### src/rtl/ctrl_pkg.sv
// rtl/ctrl_pkg.sv - shared constants and decode helpers for the multi-cycle control unit
//
// Purpose: opcode map, ALU command codes, write-data select codes and the
// controller state encoding used by ctrl_multiciclo and ctrl_branch_eval.
// Ports: none (package).

package ctrl_pkg;

  // Opcodes. ADD..CPY are contiguous: they form the register-writing ALU group.
  localparam logic [3:0] OP_ADD    = 4'h0;
  localparam logic [3:0] OP_AND    = 4'h1;
  localparam logic [3:0] OP_OR     = 4'h2;
  localparam logic [3:0] OP_SUB    = 4'h3;
  localparam logic [3:0] OP_NEG    = 4'h4;
  localparam logic [3:0] OP_NOT    = 4'h5;
  localparam logic [3:0] OP_CPY    = 4'h6;
  localparam logic [3:0] OP_LRG    = 4'h7;
  localparam logic [3:0] OP_JMP    = 4'h8;
  localparam logic [3:0] OP_BLT    = 4'h9;
  localparam logic [3:0] OP_BGT    = 4'hA;
  localparam logic [3:0] OP_BEQ    = 4'hB;
  localparam logic [3:0] OP_BNE    = 4'hC;
  localparam logic [3:0] OP_INPUT  = 4'hD;
  localparam logic [3:0] OP_OUTPUT = 4'hE;
  localparam logic [3:0] OP_NOP    = 4'hF;

  // ALU commands
  localparam logic [2:0] ALU_TSTR1 = 3'd0;
  localparam logic [2:0] ALU_ADD   = 3'd1;
  localparam logic [2:0] ALU_AND   = 3'd2;
  localparam logic [2:0] ALU_OR    = 3'd3;
  localparam logic [2:0] ALU_SUB   = 3'd4;
  localparam logic [2:0] ALU_NEG   = 3'd5;
  localparam logic [2:0] ALU_NOT   = 3'd6;

  // Register-bank write-data select
  localparam logic [1:0] DT_ALU = 2'd0;
  localparam logic [1:0] DT_IMM = 2'd1;
  localparam logic [1:0] DT_IN  = 2'd2;

  typedef enum logic [2:0] {
    S_FETCH  = 3'd0,
    S_WAIT   = 3'd1,
    S_DECODE = 3'd2,
    S_EXEC   = 3'd3,
    S_IOWAIT = 3'd4,
    S_UPDATE = 3'd5
  } state_t;

  function automatic logic [2:0] alu_cmd(input logic [3:0] op);
    case (op)
      OP_ADD:  return ALU_ADD;
      OP_AND:  return ALU_AND;
      OP_OR:   return ALU_OR;
      OP_SUB:  return ALU_SUB;
      OP_NEG:  return ALU_NEG;
      OP_NOT:  return ALU_NOT;
      default: return ALU_TSTR1;
    endcase
  endfunction

  function automatic logic [1:0] dt_sel(input logic [3:0] op);
    case (op)
      OP_LRG:   return DT_IMM;
      OP_INPUT: return DT_IN;
      default:  return DT_ALU;
    endcase
  endfunction

  // Opcodes whose result is written back during EXEC
  function automatic logic writes_in_exec(input logic [3:0] op);
    return (op <= OP_CPY) || (op == OP_LRG);
  endfunction

  function automatic logic is_io(input logic [3:0] op);
    return (op == OP_INPUT) || (op == OP_OUTPUT);
  endfunction

endpackage

### src/rtl/ctrl_multiciclo_if.sv
// rtl/ctrl_multiciclo_if.sv - datapath/controller bus of the multi-cycle control unit
//
// Purpose: groups opcode, ALU result, handshakes and all control strobes.
// Ports (signals): OP, ResultULA, mem_ready, in_valid, out_ready toward the
// controller; estado, selDtWr, SelRegWr, Wr, CmdULA, LdPC, SelJMP, SelDesv,
// LdOUTPUT, in_ack, io_err from the controller.
// Modports: master = datapath side, slave = controller side.

interface ctrl_multiciclo_if #(
  parameter int DATA_W = 8
);
  logic [3:0]        OP;
  logic [DATA_W-1:0] ResultULA;
  logic              mem_ready;
  logic              in_valid;
  logic              out_ready;
  logic [2:0]        estado;
  logic [1:0]        selDtWr;
  logic              SelRegWr;
  logic              Wr;
  logic [2:0]        CmdULA;
  logic              LdPC;
  logic              SelJMP;
  logic              SelDesv;
  logic              LdOUTPUT;
  logic              in_ack;
  logic              io_err;

  modport master (
    output OP, ResultULA, mem_ready, in_valid, out_ready,
    input  estado, selDtWr, SelRegWr, Wr, CmdULA, LdPC, SelJMP, SelDesv,
           LdOUTPUT, in_ack, io_err
  );

  modport slave (
    input  OP, ResultULA, mem_ready, in_valid, out_ready,
    output estado, selDtWr, SelRegWr, Wr, CmdULA, LdPC, SelJMP, SelDesv,
           LdOUTPUT, in_ack, io_err
  );
endinterface

### src/rtl/ctrl_multiciclo_branch_eval.sv
// rtl/ctrl_multiciclo_branch_eval.sv - combinational branch condition evaluator
//
// Purpose: decides whether a conditional branch is taken from the ALU result,
// treating ResultULA as two's complement of any width.
// Ports: op (opcode), ResultULA (DATA_W ALU result), taken (branch taken).

module ctrl_branch_eval
  import ctrl_pkg::*;
#(
  parameter int DATA_W = 8
) (
  input  logic [3:0]        op,
  input  logic [DATA_W-1:0] ResultULA,
  output logic              taken
);

  logic neg;
  logic zero;

  assign neg  = ResultULA[DATA_W-1];
  assign zero = (ResultULA == '0);

  always_comb begin
    taken = 1'b0;
    case (op)
      OP_BLT:  taken = neg;
      OP_BGT:  taken = !neg && !zero;
      OP_BEQ:  taken = zero;
      OP_BNE:  taken = !zero;
      default: taken = 1'b0;
    endcase
  end

endmodule

### src/rtl/ctrl_multiciclo.sv
// rtl/ctrl_multiciclo.sv - multi-cycle control unit of the nano processor
//
// Purpose: sequences FETCH, WAIT, DECODE, EXEC, IOWAIT and UPDATE with a
// memory-ready handshake, handshaked I/O with optional timeout and branch
// evaluation. Every output is a register; estado is the state register.
// Ports: clk, rst (async, active-high); bus (ctrl_multiciclo_if.slave):
// OP, ResultULA, mem_ready, in_valid, out_ready in; estado, selDtWr,
// SelRegWr, Wr, CmdULA, LdPC, SelJMP, SelDesv, LdOUTPUT, in_ack, io_err out.

module ctrl_multiciclo
  import ctrl_pkg::*;
#(
  parameter int DATA_W     = 8,
  parameter int FETCH_WAIT = 1,
  parameter int IO_TIMEOUT = 0
) (
  input logic clk,
  input logic rst,
  ctrl_multiciclo_if.slave bus
);

  localparam logic [3:0] WAIT_MIN = 4'(FETCH_WAIT - 1);
  localparam logic [7:0] IO_LIMIT = 8'(IO_TIMEOUT - 1);

  state_t     state, state_next;
  logic [3:0] op_q;
  logic [3:0] op_sel;
  logic [3:0] wait_cnt;
  logic [7:0] io_cnt;
  logic       taken;
  logic       io_done;
  logic       io_timeout;

  // Next values of the registered outputs
  logic [1:0] sel_dt_n, sel_dt_q;
  logic [2:0] cmd_n, cmd_q;
  logic       sel_reg_n, sel_reg_q;
  logic       wr_n, wr_q;
  logic       ld_pc_n, ld_pc_q;
  logic       sel_jmp_n, sel_jmp_q;
  logic       sel_desv_n, sel_desv_q;
  logic       ld_out_n, ld_out_q;
  logic       in_ack_n, in_ack_q;
  logic       io_err_n, io_err_q;

  // Outputs are registered from the next state, so entering DECODE must
  // already decode the live opcode; afterwards only the latched copy is used.
  assign op_sel = (state == S_WAIT) ? bus.OP : op_q;

  assign io_done = ((op_q == OP_INPUT) && bus.in_valid) ||
                   ((op_q == OP_OUTPUT) && bus.out_ready);
  assign io_timeout = (IO_TIMEOUT != 0) && (io_cnt == IO_LIMIT);

  ctrl_branch_eval #(.DATA_W(DATA_W)) u_branch_eval (
    .op       (op_q),
    .ResultULA(bus.ResultULA),
    .taken    (taken)
  );

  always_ff @(posedge clk or posedge rst) begin
    if (rst) begin
      state <= S_FETCH;
    end else begin
      state <= state_next;
    end
  end

  always_comb begin
    state_next = S_FETCH;
    sel_dt_n   = DT_ALU;
    cmd_n      = ALU_TSTR1;
    sel_reg_n  = 1'b0;
    wr_n       = 1'b0;
    ld_pc_n    = 1'b0;
    sel_jmp_n  = 1'b0;
    sel_desv_n = 1'b0;
    ld_out_n   = 1'b0;
    in_ack_n   = 1'b0;
    io_err_n   = 1'b0;

    case (state)
      S_FETCH:  state_next = S_WAIT;
      S_WAIT:   state_next = (wait_cnt >= WAIT_MIN && bus.mem_ready) ? S_DECODE : S_WAIT;
      S_DECODE: state_next = S_EXEC;
      S_EXEC:   state_next = is_io(op_q) ? S_IOWAIT : S_UPDATE;
      S_IOWAIT: state_next = (io_done || io_timeout) ? S_UPDATE : S_IOWAIT;
      S_UPDATE: state_next = S_FETCH;
      default:  state_next = S_FETCH;
    endcase

    // ALU command and write selects stay stable from DECODE through UPDATE
    if (state_next inside {S_DECODE, S_EXEC, S_IOWAIT, S_UPDATE}) begin
      cmd_n     = alu_cmd(op_sel);
      sel_dt_n  = dt_sel(op_sel);
      sel_reg_n = (op_sel == OP_LRG);
    end

    case (state_next)
      S_EXEC: wr_n = writes_in_exec(op_sel);
      S_UPDATE: begin
        ld_pc_n    = 1'b1;
        sel_jmp_n  = (op_sel == OP_JMP);
        sel_desv_n = (state == S_EXEC) && taken;
        if (state == S_IOWAIT) begin
          // completion beats a timeout landing in the same cycle
          if (io_done) begin
            wr_n     = (op_sel == OP_INPUT);
            in_ack_n = (op_sel == OP_INPUT);
            ld_out_n = (op_sel == OP_OUTPUT);
          end else begin
            io_err_n = 1'b1;
          end
        end
      end
      default: ;
    endcase
  end

  always_ff @(posedge clk or posedge rst) begin
    if (rst) begin
      op_q     <= OP_NOP;
      wait_cnt <= '0;
      io_cnt   <= '0;
    end else begin
      if (state == S_WAIT && state_next == S_DECODE) begin
        op_q <= bus.OP;
      end
      if (state == S_FETCH) begin
        wait_cnt <= '0;
      end else if (state == S_WAIT && wait_cnt != 4'hF) begin
        wait_cnt <= wait_cnt + 4'd1;
      end
      if (state != S_IOWAIT) begin
        io_cnt <= '0;
      end else if (io_cnt != 8'hFF) begin
        io_cnt <= io_cnt + 8'd1;
      end
    end
  end

  always_ff @(posedge clk or posedge rst) begin
    if (rst) begin
      sel_dt_q   <= DT_ALU;
      cmd_q      <= ALU_TSTR1;
      sel_reg_q  <= 1'b0;
      wr_q       <= 1'b0;
      ld_pc_q    <= 1'b0;
      sel_jmp_q  <= 1'b0;
      sel_desv_q <= 1'b0;
      ld_out_q   <= 1'b0;
      in_ack_q   <= 1'b0;
      io_err_q   <= 1'b0;
    end else begin
      sel_dt_q   <= sel_dt_n;
      cmd_q      <= cmd_n;
      sel_reg_q  <= sel_reg_n;
      wr_q       <= wr_n;
      ld_pc_q    <= ld_pc_n;
      sel_jmp_q  <= sel_jmp_n;
      sel_desv_q <= sel_desv_n;
      ld_out_q   <= ld_out_n;
      in_ack_q   <= in_ack_n;
      io_err_q   <= io_err_n;
    end
  end

  assign bus.estado   = state;
  assign bus.selDtWr  = sel_dt_q;
  assign bus.SelRegWr = sel_reg_q;
  assign bus.Wr       = wr_q;
  assign bus.CmdULA   = cmd_q;
  assign bus.LdPC     = ld_pc_q;
  assign bus.SelJMP   = sel_jmp_q;
  assign bus.SelDesv  = sel_desv_q;
  assign bus.LdOUTPUT = ld_out_q;
  assign bus.in_ack   = in_ack_q;
  assign bus.io_err   = io_err_q;

endmodule

### src/flat_wrapper.sv
// flat-port wrapper written by rule: the top's interface ports become plain ports
module ctrl_multiciclo_flat import ctrl_pkg::*;
#(
  parameter int DATA_W     = 8,
  parameter int FETCH_WAIT = 1,
  parameter int IO_TIMEOUT = 0
)
  (clk, rst, bus_OP, bus_ResultULA, bus_mem_ready, bus_in_valid, bus_out_ready, bus_estado, bus_selDtWr, bus_SelRegWr, bus_Wr, bus_CmdULA, bus_LdPC, bus_SelJMP, bus_SelDesv, bus_LdOUTPUT, bus_in_ack, bus_io_err);
  ctrl_multiciclo_if #(.DATA_W(DATA_W)) bus_i ();
  input logic clk;
  input logic rst;
  input wire logic [$bits(bus_i.OP)-1:0] bus_OP;
  input wire logic [$bits(bus_i.ResultULA)-1:0] bus_ResultULA;
  input wire logic [$bits(bus_i.mem_ready)-1:0] bus_mem_ready;
  input wire logic [$bits(bus_i.in_valid)-1:0] bus_in_valid;
  input wire logic [$bits(bus_i.out_ready)-1:0] bus_out_ready;
  output wire logic [$bits(bus_i.estado)-1:0] bus_estado;
  output wire logic [$bits(bus_i.selDtWr)-1:0] bus_selDtWr;
  output wire logic [$bits(bus_i.SelRegWr)-1:0] bus_SelRegWr;
  output wire logic [$bits(bus_i.Wr)-1:0] bus_Wr;
  output wire logic [$bits(bus_i.CmdULA)-1:0] bus_CmdULA;
  output wire logic [$bits(bus_i.LdPC)-1:0] bus_LdPC;
  output wire logic [$bits(bus_i.SelJMP)-1:0] bus_SelJMP;
  output wire logic [$bits(bus_i.SelDesv)-1:0] bus_SelDesv;
  output wire logic [$bits(bus_i.LdOUTPUT)-1:0] bus_LdOUTPUT;
  output wire logic [$bits(bus_i.in_ack)-1:0] bus_in_ack;
  output wire logic [$bits(bus_i.io_err)-1:0] bus_io_err;
  assign bus_i.OP = bus_OP;
  assign bus_i.ResultULA = bus_ResultULA;
  assign bus_i.mem_ready = bus_mem_ready;
  assign bus_i.in_valid = bus_in_valid;
  assign bus_i.out_ready = bus_out_ready;
  assign bus_estado = bus_i.estado;
  assign bus_selDtWr = bus_i.selDtWr;
  assign bus_SelRegWr = bus_i.SelRegWr;
  assign bus_Wr = bus_i.Wr;
  assign bus_CmdULA = bus_i.CmdULA;
  assign bus_LdPC = bus_i.LdPC;
  assign bus_SelJMP = bus_i.SelJMP;
  assign bus_SelDesv = bus_i.SelDesv;
  assign bus_LdOUTPUT = bus_i.LdOUTPUT;
  assign bus_in_ack = bus_i.in_ack;
  assign bus_io_err = bus_i.io_err;
  ctrl_multiciclo #(.DATA_W(DATA_W), .FETCH_WAIT(FETCH_WAIT), .IO_TIMEOUT(IO_TIMEOUT)) u_core (.clk(clk), .rst(rst), .bus(bus_i));
endmodule
### config.mk
export PLATFORM = sky130hd
export DESIGN_NAME = ctrl_multiciclo_flat
export DESIGN_NICKNAME = d
export VERILOG_FILES = /design/src/rtl/ctrl_pkg.sv /design/src/rtl/ctrl_multiciclo_if.sv /design/src/rtl/ctrl_multiciclo_branch_eval.sv /design/src/rtl/ctrl_multiciclo.sv /design/src/flat_wrapper.sv
export SDC_FILE = /design/constraint.sdc
export NUM_CORES = 1
export LEC_CHECK = 0
export ABC_AREA = 1
export BUFFER_PORTS_ARGS = -buffer_cell sky130_fd_sc_hd__buf_4
export CELL_PAD_IN_SITES_DETAIL_PLACEMENT = 1
export CELL_PAD_IN_SITES_GLOBAL_PLACEMENT = 2
export CORE_MARGIN = 4
export CORE_UTILIZATION = 31
export CTS_BUF_LIST = sky130_fd_sc_hd__clkbuf_8
export CTS_CLUSTER_DIAMETER = 80
export CTS_CLUSTER_SIZE = 16
export DETAILED_ROUTE_END_ITERATION = 6
export GPL_TIMING_DRIVEN = 1
export PLACE_DENSITY_LB_ADDON = 0.1
export SLEW_MARGIN = 20
export SYNTH_ARGS = -nofsm -noshare
export SYNTH_HDL_FRONTEND = slang
export SYNTH_SLANG_ARGS = --single-unit
### constraint.sdc
create_clock -name clk -period 2.8 [get_ports clk]
set_input_delay 0.42 -clock clk [delete_from_list [all_inputs] [get_ports clk]]
set_output_delay 0.42 -clock clk [all_outputs]
set_load 0.05 [all_outputs]
==> impl_metrics.json, run 1 <==
{
  "top_usage_layer": "met2",
  "coreArea_um2": 3050,
  "synth_compound_area_frac": 0.0352,
  "path_class": "reg2reg",
  "stdcell_count": 203,
  "syn2layout_area_growth_pct": 36.8,
  "placedCellCount": 199,
  "cts.clk_slew.worst_paths_ps": 70,
  "drive_above_1_share": 0.358,
  "die_y_um": 64.7,
  "hold_viol": 0,
  "yosysWarningCount": 0,
  "cts.repair.resized": 0,
  "seq_area_um2": 505,
  "synthMuxAreaShare": 0.0113,
  "maxCapViolCount": 0,
  "ant_nets": 0,
  "postCtsSetupRepairBufs": 0,
  "antenna_found_initial": 0,
  "synth-seq-cells": 20,
  "synthSimpleGateAreaFrac": 0.374,
  "ios": 33,
  "cts_hold_buf": 0,
  "start_util": 0.326,
  "worstSetupEndpointType": "flop",
  "cts_tree": "done",
  "yosys.cell_types.count": 19,
  "met1_usage": 0.176,
  "grt_max_degree": 21,
  "dieWidth_um": 64.7,
  "rsz0062_at_grt": "false",
  "status": "finished clean",
  "synth_fa_ha_area_frac": 0,
  "arrival_ps": 1610,
  "finClkSkew_ps": 0.664,
  "grt_pass1_wl_mm": 4.31,
  "dp_hpwl_mm": 2.03,
  "worst_slew_pin_slew_ps": 728,
  "detailedRoute.firstIterationViolations": 20,
  "grt_usage": 0.131,
  "crit_slowest_cell": "dfstp_2",
  "num_rows": 20,
  "path_max_fanout": 5,
  "fin_crit_sh": 0.509,
  "nFillCells": 379,
  "setup_viol": 0,
  "worstPathCellList": "inv_1 -> nor2_1 -> nand3_1 -> o21ai_1 -> nand2_1 -> a21oi_1",
  "grtUsageMet3": 0.0260,
  "layout_min_cycle_time_ps": 1420,
  "maxSlewViolCount": 0,
  "hold_path_class": "in2async",
  "clock-sinks": 20,
  "grt-ovfl-total": 0,
  "wl_per_cell_um": 12.1,
  "path_buf_inv": 1,
  "syn_inst": 123,
  "firstDrtPassIters": 4,
  "gp_congestion": 0.883,
  "cts-root-buf": "clkbuf_8",
  "antenna_cells": 0,
  "htree_levels": 1,
  "synth_top_family_by_area": "simple AND/OR/NAND/NOR gates",
  "portBuffers": 32,
  "routed_via_density": 4.52,
  "drcViolationCount": 0,
  "grt_use_met2": 0.213,
  "clk_latency_ps": 260,
  "syn_avg_cell_area_um2": 8.10,
  "crit_required_ps": 2980,
  "dieArea_um2": 4180,
  "timing.slew.headroom": 0.514,
  "fin_nets": 177,
  "slowest_delay_ps": 550,
  "max_freq_ghz": 0.702,
  "multi_input_area_um2": 423,
  "cpLargestDelayFamily": "flip-flops",
  "cts_buffers": 3,
  "drt-total-wl_mm": 2.46,
  "power_density_nw_per_um2": 1130,
  "vias": 918,
  "synth-seq-area-share": 0.508,
  "peakVddDrop_uv": 601,
  "clock_path_buffers": 2,
  "grt_pass1_vias": 988,
  "p_leak_uw": 0.000735,
  "synth_xor_area_frac": 0,
  "syn-num-nets": 140,
  "fin_tns_setup_ps": 0,
  "synth_area_um2": 996,
  "cp-start-kind": "flop"
}
## metal layers
layer | part of all wire | wire (µm) | up-vias
met3 | 0.054 | 132 | 5
met5 | 0 | 0 | -
met4 | 0.015 | 37 | 0
met1 | 0.49 | 1210 | 427
li1 | - | - | 462
met2 | 0.44 | 1090 | 24
## power by group
| group | switching, µW | total (µW) | internal [µW] |
|---|---|---|---|
| clock | 94.7 | 285 | 191 |
| combinational | 559 | 793 | 234 |
| sequential | 76.3 | 464 | 387 |
| total | 730 | 1540 | 812 |
## cells by family after synthesis
kind of cell           Yosys count
AND/OR/NAND/NOR                 76
AO/OA/AOI/OAI                    7
buffers and inverters           18
multiplexers                     1
other                            1
flip-flops                      20
## worst register-to-register path, delay by kind of cell, from the launching register on
family | cells | cell delay (ps)
compound gates | 2 | 290
buf+inv | 1 | 90
flops | 1 | 550
simple gates | 3 | 420
## synth_stat cells (all sizes together)
library cell | instances | area (µm²)
nand2 | 30 | 120
dfrtp | 16 | 400
inv | 18 | 67.6
nand3 | 18 | 110
o21ai | 3 | 15.0
nor3 | 6 | 40.0
a21oi | 4 | 20.0
dfstp | 4 | 105
mux2 | 1 | 11.3
nor2 | 19 | 83.8
conb | 1 | 3.75
nand4 | 3 | 18.8
## state kept, by name, indices dropped and copies added, names as in the netlist
signal,flops
u_core.bus.SelRegWr,1
u_core.bus.in_ack,1
u_core.bus.CmdULA,3
u_core.bus.estado,3
u_core.bus.SelDesv,1
u_core.op_q,4
u_core.bus.LdPC,1
u_core.bus.LdOUTPUT,1
u_core.bus.selDtWr,2
u_core.bus.SelJMP,1
u_core.bus.Wr,1
u_core.bus.io_err,1
## final cells by class
cell class                      instances  area share
Sequential cell                        20       0.371
Multi-Input combinational cell         85       0.310
Timing Repair Buffer                   32       0.176
Inverter                               18      0.0496
Tap cell                               44      0.0404
Clock buffer                            3      0.0303
Clock inverter                          1      0.0220
## worst paths after layout
check                           cells past startpoint                         endpoint  slack, ps                       start
worst min register to register                      2       u_core.op_q[1]$_DFFE_PP1P_        550  u_core.op_q[1]$_DFFE_PP1P_
worst min-delay path                                2      u_core.bus.in_ack$_DFF_PP0_        280                         rst
worst max register to register                      6      u_core.bus.SelJMP$_DFF_PP0_       1380  u_core.op_q[0]$_DFFE_PP1P_
min in group clk                                    3       u_core.op_q[1]$_DFFE_PP1P_        420                   bus_OP[1]
max in group asynchronous                           2  u_core.bus.selDtWr[0]$_DFF_PP0_       2060                         rst
worst max-delay path                                6      u_core.bus.SelJMP$_DFF_PP0_       1380  u_core.op_q[0]$_DFFE_PP1P_
## per-stage QoR
step / util / setup WS (ps) / cell area [µm²] / total power [µW] / hold WS, ps
floorplan: - / 1270 / 996 / 1050 / 381
global placement: 0.423 / 1370 / 1290 / 1260 / 528
detailed placement: 0.423 / 1390 / 1290 / 1270 / 541
CTS: 0.446 / 1370 / 1360 / 1560 / 300
global route: 0.446 / 1190 / 1360 / 1670 / 355
finish: 0.446 / 1380 / 1360 / 1540 / 281
## cells in the final DEF, fill, tap and decap left out, types with 2 or more instances in the layout
cell	Yosys	final
nor2_1	16	16
a21oi_1	4	4
dfrtp_1	16	16
o21ai_0	2	2
nand4_1	3	3
nand2_1	29	29
buf_4	0	32
nand3_1	14	14
nor2_2	2	2
inv_1	12	12
dfstp_2	4	4
nand3_2	4	4
nor3_2	2	2
clkbuf_8	0	3
inv_2	6	6
nor3_1	4	4
(Power assumes the default switching activity.)
==> run 2: changes to the inputs <==
Settings changed: CORE_UTILIZATION 31 to 28.
Clock period 2.8 ns to 1.39 ns, I/O delays scaled along.
==> run 2 against run 1 <==
Net effect: the run now ends with negative hold slack left; power is 130% higher; sequential cell count stayed put; worst setup slack worse by 1300 ps; die area is 9.4% higher; design area is 13% higher; first-iteration DRC count is 55% lower; combinational power grew to 2.6 times the previous value; final cell count is 5.9% higher; sequential power is 110% higher; sequential share of layout area is 3.9 points lower; maximum frequency is 7.1% higher; critical endpoint is now u_core.bus.Wr$_DFF_PP0_; highest routed layer unchanged.
==> impl_metrics.json, run 2 (synthesis results as in run 1) <==
{
  "status": "finished, violations left",
  "violations": "negative hold slack",
  "grt_pass1_wl_mm": 4.50,
  "placedCellCount": 204,
  "cts_buffers": 3,
  "antenna_cells": 0,
  "hold_path_class": "in2async",
  "gp_congestion": 0.794,
  "top_register": "u_core.op_q",
  "clk_latency_ps": 260,
  "fin_nets": 187,
  "detailedRoute.firstIterationViolations": 9,
  "dieWidth_um": 67.6,
  "ant_nets": 0,
  "hold_ws_ps": -13.3,
  "antenna_found_initial": 0,
  "cts_hold_buf": 0,
  "coreArea_um2": 3390,
  "cts-root-buf": "clkbuf_8",
  "firstDrtPassIters": 3,
  "power.total_uw": 3600,
  "grt_max_degree": 21,
  "fin_area_um2": 1530,
  "mostFrequentLayoutCells": "buf_4 (42), nand2_1 (21), dfrtp_1 (13)",
  "dp_hpwl_mm": 2.20,
  "fin_tns_setup_ps": 0,
  "drt-total-wl_mm": 2.77,
  "num_rows": 21,
  "max_freq_ghz": 0.752,
  "cts_tree": "done",
  "htree_levels": 1,
  "maxCapViolCount": 0,
  "power_density_nw_per_um2": 2350,
  "grt_usage": 0.135,
  "hold_viol": 16,
  "placed_area_um2": 1320,
  "largest_reg_flops": 4,
  "cp-start-kind": "flop",
  "peakVddDrop_uv": 932,
  "arrival_ps": 1540,
  "layout_commonest_cell": "buf_4",
  "die_y_um": 67.6,
  "crit_required_ps": 1600,
  "setup_viol": 0,
  "stdcell_count": 215,
  "vias": 976,
  "path_max_fanout": 5,
  "clock-sinks": 20,
  "fin_crit_sh": 0.956,
  "rsz0062_at_grt": "true",
  "wl_per_cell_um": 12.9,
  "grt_pass1_vias": 966,
  "dieArea_um2": 4580,
  "cts.clk_slew.worst_paths_ps": 80,
  "finClkSkew_ps": 3.43,
  "drive_above_1_share": 0.544,
  "path_class": "reg2reg",
  "ios": 33,
  "layout_min_cycle_time_ps": 1330,
  "maxSlewViolCount": 0,
  "portBuffers": 32,
  "syn2layout_area_growth_pct": 54.0,
  "grt-ovfl-total": 0,
  "drcViolationCount": 0,
  "p_leak_uw": 0.000790,
  "start_util": 0.294,
  "routed_via_density": 4.54,
  "clock_path_buffers": 2,
  "worstSetupEndpointType": "flop"
}
-- run 2: cell count changes in the layout (fill, tap and decap cells not counted), moves of 4 or more --
cell,previous run,this run
buf_4,32,42
nor2_2,2,6
nand3_1,14,10
nand2_1,29,21
nand2_2,0,8
nor2_1,16,11
-- run 2: layout make-up --
cell class	count	area [µm²]
fillers	402	1860
flip-flops and latches	20	509
multi-input cells	85	505
repair buffers	42	315
inverters	18	75.1
well taps	46	57.6
clock buffers	3	41.3
clock inverters	1	30.0
-- run 2: final timing paths --
| path | startpoint | to | slack (ps) | cells after the start |
|---|---|---|---|---|
| setup / recovery | u_core.op_q[0]$_DFFE_PP1P_ | u_core.bus.Wr$_DFF_PP0_ | 60 | 7 |
| hold / removal | rst | u_core.bus.LdPC$_DFF_PP0_ | -10 | 3 |
| max in group asynchronous | rst | u_core.op_q[3]$_DFFE_PP1P_ | 1130 | 3 |
| setup reg to reg | u_core.op_q[0]$_DFFE_PP1P_ | u_core.bus.Wr$_DFF_PP0_ | 60 | 7 |
| hold reg to reg | u_core.op_q[1]$_DFFE_PP1P_ | u_core.op_q[1]$_DFFE_PP1P_ | 550 | 2 |
| min in group clk | bus_OP[2] | u_core.op_q[2]$_DFFE_PP1P_ | 190 | 2 |
-- run 2: metrics by stage --
stage | worst slack, ps | hold slack, ps | util
2_1_floorplan | 63.7 | 169 | -
3_3_place_gp | -92.3 | 259 | 0.389
3_5_place_dp | -117 | 298 | 0.389
4_1_cts | 13.2 | 8.36 | 0.420
5_1_grt | -23.3 | 11.7 | 0.453
6_report | 60.9 | -13.3 | 0.453
-- run 2: routing by layer --
layer / global-route usage / part of all wire / vias up
li1: - / - / 486
met1: 0.159 / 0.45 / 463
met2: 0.228 / 0.49 / 23
met3: 0.0499 / 0.059 / 4
met4: 0.0380 / 0.0083 / 0
met5: 0 / 0 / -
-- run 2: repair_timing --
action                                  in CTS  in global routing
setup buffers                                2                  5
cloned                                       0                  0
resized for setup                            5                 22
pin swaps                                    1                  8
endpoints found under the setup margin       6                 11
-- run 2: critical path, stage by stage, from the launching register on --
cell and delay (ps):
dfstp_2 560, inv_1 110, nor2_2 130, nand3_1 100
o21ai_2 100, buf_4 140, nand3_1 70, nand2_1 70
-- run 2: where the power goes --
group | leakage (µW) | internal (µW) | switching, µW
logic | 0.000501 | 719 | 1340
registers | 0.000253 | 787 | 165
clock network | 0.0000357 | 385 | 205
total | 0.000790 | 1890 | 1710
==> run 3: changes to the inputs <==
Settings changed: GPL_TIMING_DRIVEN 1 to 0, RECOVER_POWER set to 25.
==> run 3 against run 2 <==
Net effect: the flow now finishes without violations; first-iteration DRC count is 44% higher; count of clock-buffer cells in the layout stayed put; sequential cell count stayed put; critical endpoint unchanged; largest power group unchanged.
==> impl_metrics.json, run 3 (synthesis results as in run 1) <==
{
  "status": "finished clean",
  "cts-root-buf": "clkbuf_8",
  "cts_buffers": 3,
  "hold_path_class": "in2async",
  "clock_path_buffers": 2,
  "mostFrequentLayoutCells": "buf_4 (36), nand2_1 (24), dfrtp_1 (13)",
  "maxCapViolCount": 0,
  "cp-start-kind": "flop",
  "vias": 937,
  "path_class": "reg2reg",
  "layout_commonest_cell": "buf_4",
  "ios": 33,
  "coreArea_um2": 3390,
  "htree_levels": 1,
  "ant_nets": 0,
  "hold_ws_ps": 95.1,
  "firstDrtPassIters": 4,
  "grt_max_degree": 21,
  "clock-sinks": 20,
  "clk_latency_ps": 250,
  "num_rows": 21,
  "routed_via_density": 4.46,
  "hold_viol": 0,
  "wl_per_cell_um": 13.1,
  "grt-ovfl-total": 0,
  "fin_tns_setup_ps": 0,
  "crit_required_ps": 1590,
  "nFillCells": 404,
  "start_util": 0.294,
  "grt_usage": 0.131,
  "drt-total-wl_mm": 2.75,
  "arrival_ps": 1580,
  "power_density_nw_per_um2": 2360,
  "fin_nets": 182,
  "top_register": "u_core.op_q",
  "grt_pass1_wl_mm": 4.42,
  "pre_cts_slack_ps": -87.9,
  "detailedRoute.firstIterationViolations": 13,
  "dieArea_um2": 4580,
  "grt_pass1_vias": 954,
  "timing.slew.headroom": 0.482,
  "antenna_cells": 0,
  "die_y_um": 67.6,
  "antenna_found_initial": 0,
  "drcViolationCount": 0,
  "dp_hpwl_mm": 2.06,
  "largest_reg_flops": 4,
  "worstSetupEndpointType": "flop",
  "rsz0062_at_grt": "true",
  "syn2layout_area_growth_pct": 49.5,
  "peakVddDrop_uv": 939,
  "cts_tree": "done",
  "fin_crit_sh": 0.991,
  "cts.clk_slew.worst_paths_ps": 80,
  "setup_slack_ps": 12.7,
  "portBuffers": 32,
  "path_max_fanout": 6,
  "worst_slew_pin_slew_ps": 776,
  "finClkSkew_ps": 1.94,
  "layout_min_cycle_time_ps": 1380,
  "gp_congestion": 0.742,
  "cts_hold_buf": 0,
  "p_leak_uw": 0.000762,
  "maxSlewViolCount": 0,
  "setup_viol": 0,
  "dieWidth_um": 67.6,
  "max_freq_ghz": 0.726,
  "drive_above_1_share": 0.506
}
==> run 3: critical path, cell delays in order, from the launching register on <==
cell,delay [ps]
dfrtp_2,460
inv_4,70
nor2_4,190
nand3_2,110
nand2_4,120
nand2_2,80
nor2_4,120
nand3_1,80
nand2_1,80
==> run 3: worst paths after layout <==
path / to / slack, ps / depth (start not counted) / from
min in group clk: u_core.op_q[0]$_DFFE_PP1P_ / 200 / 3 / bus_OP[0]
worst min register to register: u_core.op_q[0]$_DFFE_PP1P_ / 580 / 2 / u_core.op_q[0]$_DFFE_PP1P_
worst min-delay path: u_core.bus.io_err$_DFF_PP0_ / 100 / 2 / rst
worst max-delay path: u_core.bus.Wr$_DFF_PP0_ / 10 / 8 / u_core.bus.estado[0]$_DFF_PP0_
worst max register to register: u_core.bus.Wr$_DFF_PP0_ / 10 / 8 / u_core.bus.estado[0]$_DFF_PP0_
max in group asynchronous: u_core.bus.estado[0]$_DFF_PP0_ / 760 / 2 / rst
==> run 3: cell type report <==
| type | instances | area [µm²] | share of cell area |
|---|---|---|---|
| Sequential cell | 20 | 509 | 0.342 |
| Multi-Input combinational cell | 85 | 495 | 0.333 |
| Timing Repair Buffer | 37 | 278 | 0.187 |
| Inverter | 18 | 77.6 | 0.0521 |
| Tap cell | 46 | 57.6 | 0.0387 |
| Clock buffer | 3 | 41.3 | 0.0277 |
| Clock inverter | 1 | 30.0 | 0.0202 |
==> run 3: report_power, final <==
part | switching [µW] | internal, µW | total (µW)
Combinational | 1330 | 645 | 1970
Sequential | 173 | 787 | 960
Clock | 199 | 384 | 583
==> run 3: timing repair <==
action / CTS / global route
pin swaps: 1 / 7
hold endpoints to repair: 0 / 0
setup endpoints to repair: 5 / 11
buffers inserted: 1 / 4
gates resized for setup: 3 / 22
==> run 3: through the flow <==
stage | cells | power (µW) | area (µm²) | utilization
2_1_floorplan | 123 | 2120 | 1000 | -
3_5_place_dp | 201 | 2570 | 1300 | 0.383
5_1_grt | 210 | 3780 | 1490 | 0.439
6_report | 210 | 3520 | 1490 | 0.439
4_1_cts | 206 | 3220 | 1390 | 0.409
3_3_place_gp | 201 | 2540 | 1300 | 0.383
==> run 3: per-layer routing <==
metal  up-vias  share of wire  global-route usage
met5         -              0                   0
met4         0         0.0084              0.0456
met3         2          0.045              0.0233
met2        19           0.48               0.209
met1       441           0.47               0.176
li1        475              -                   -
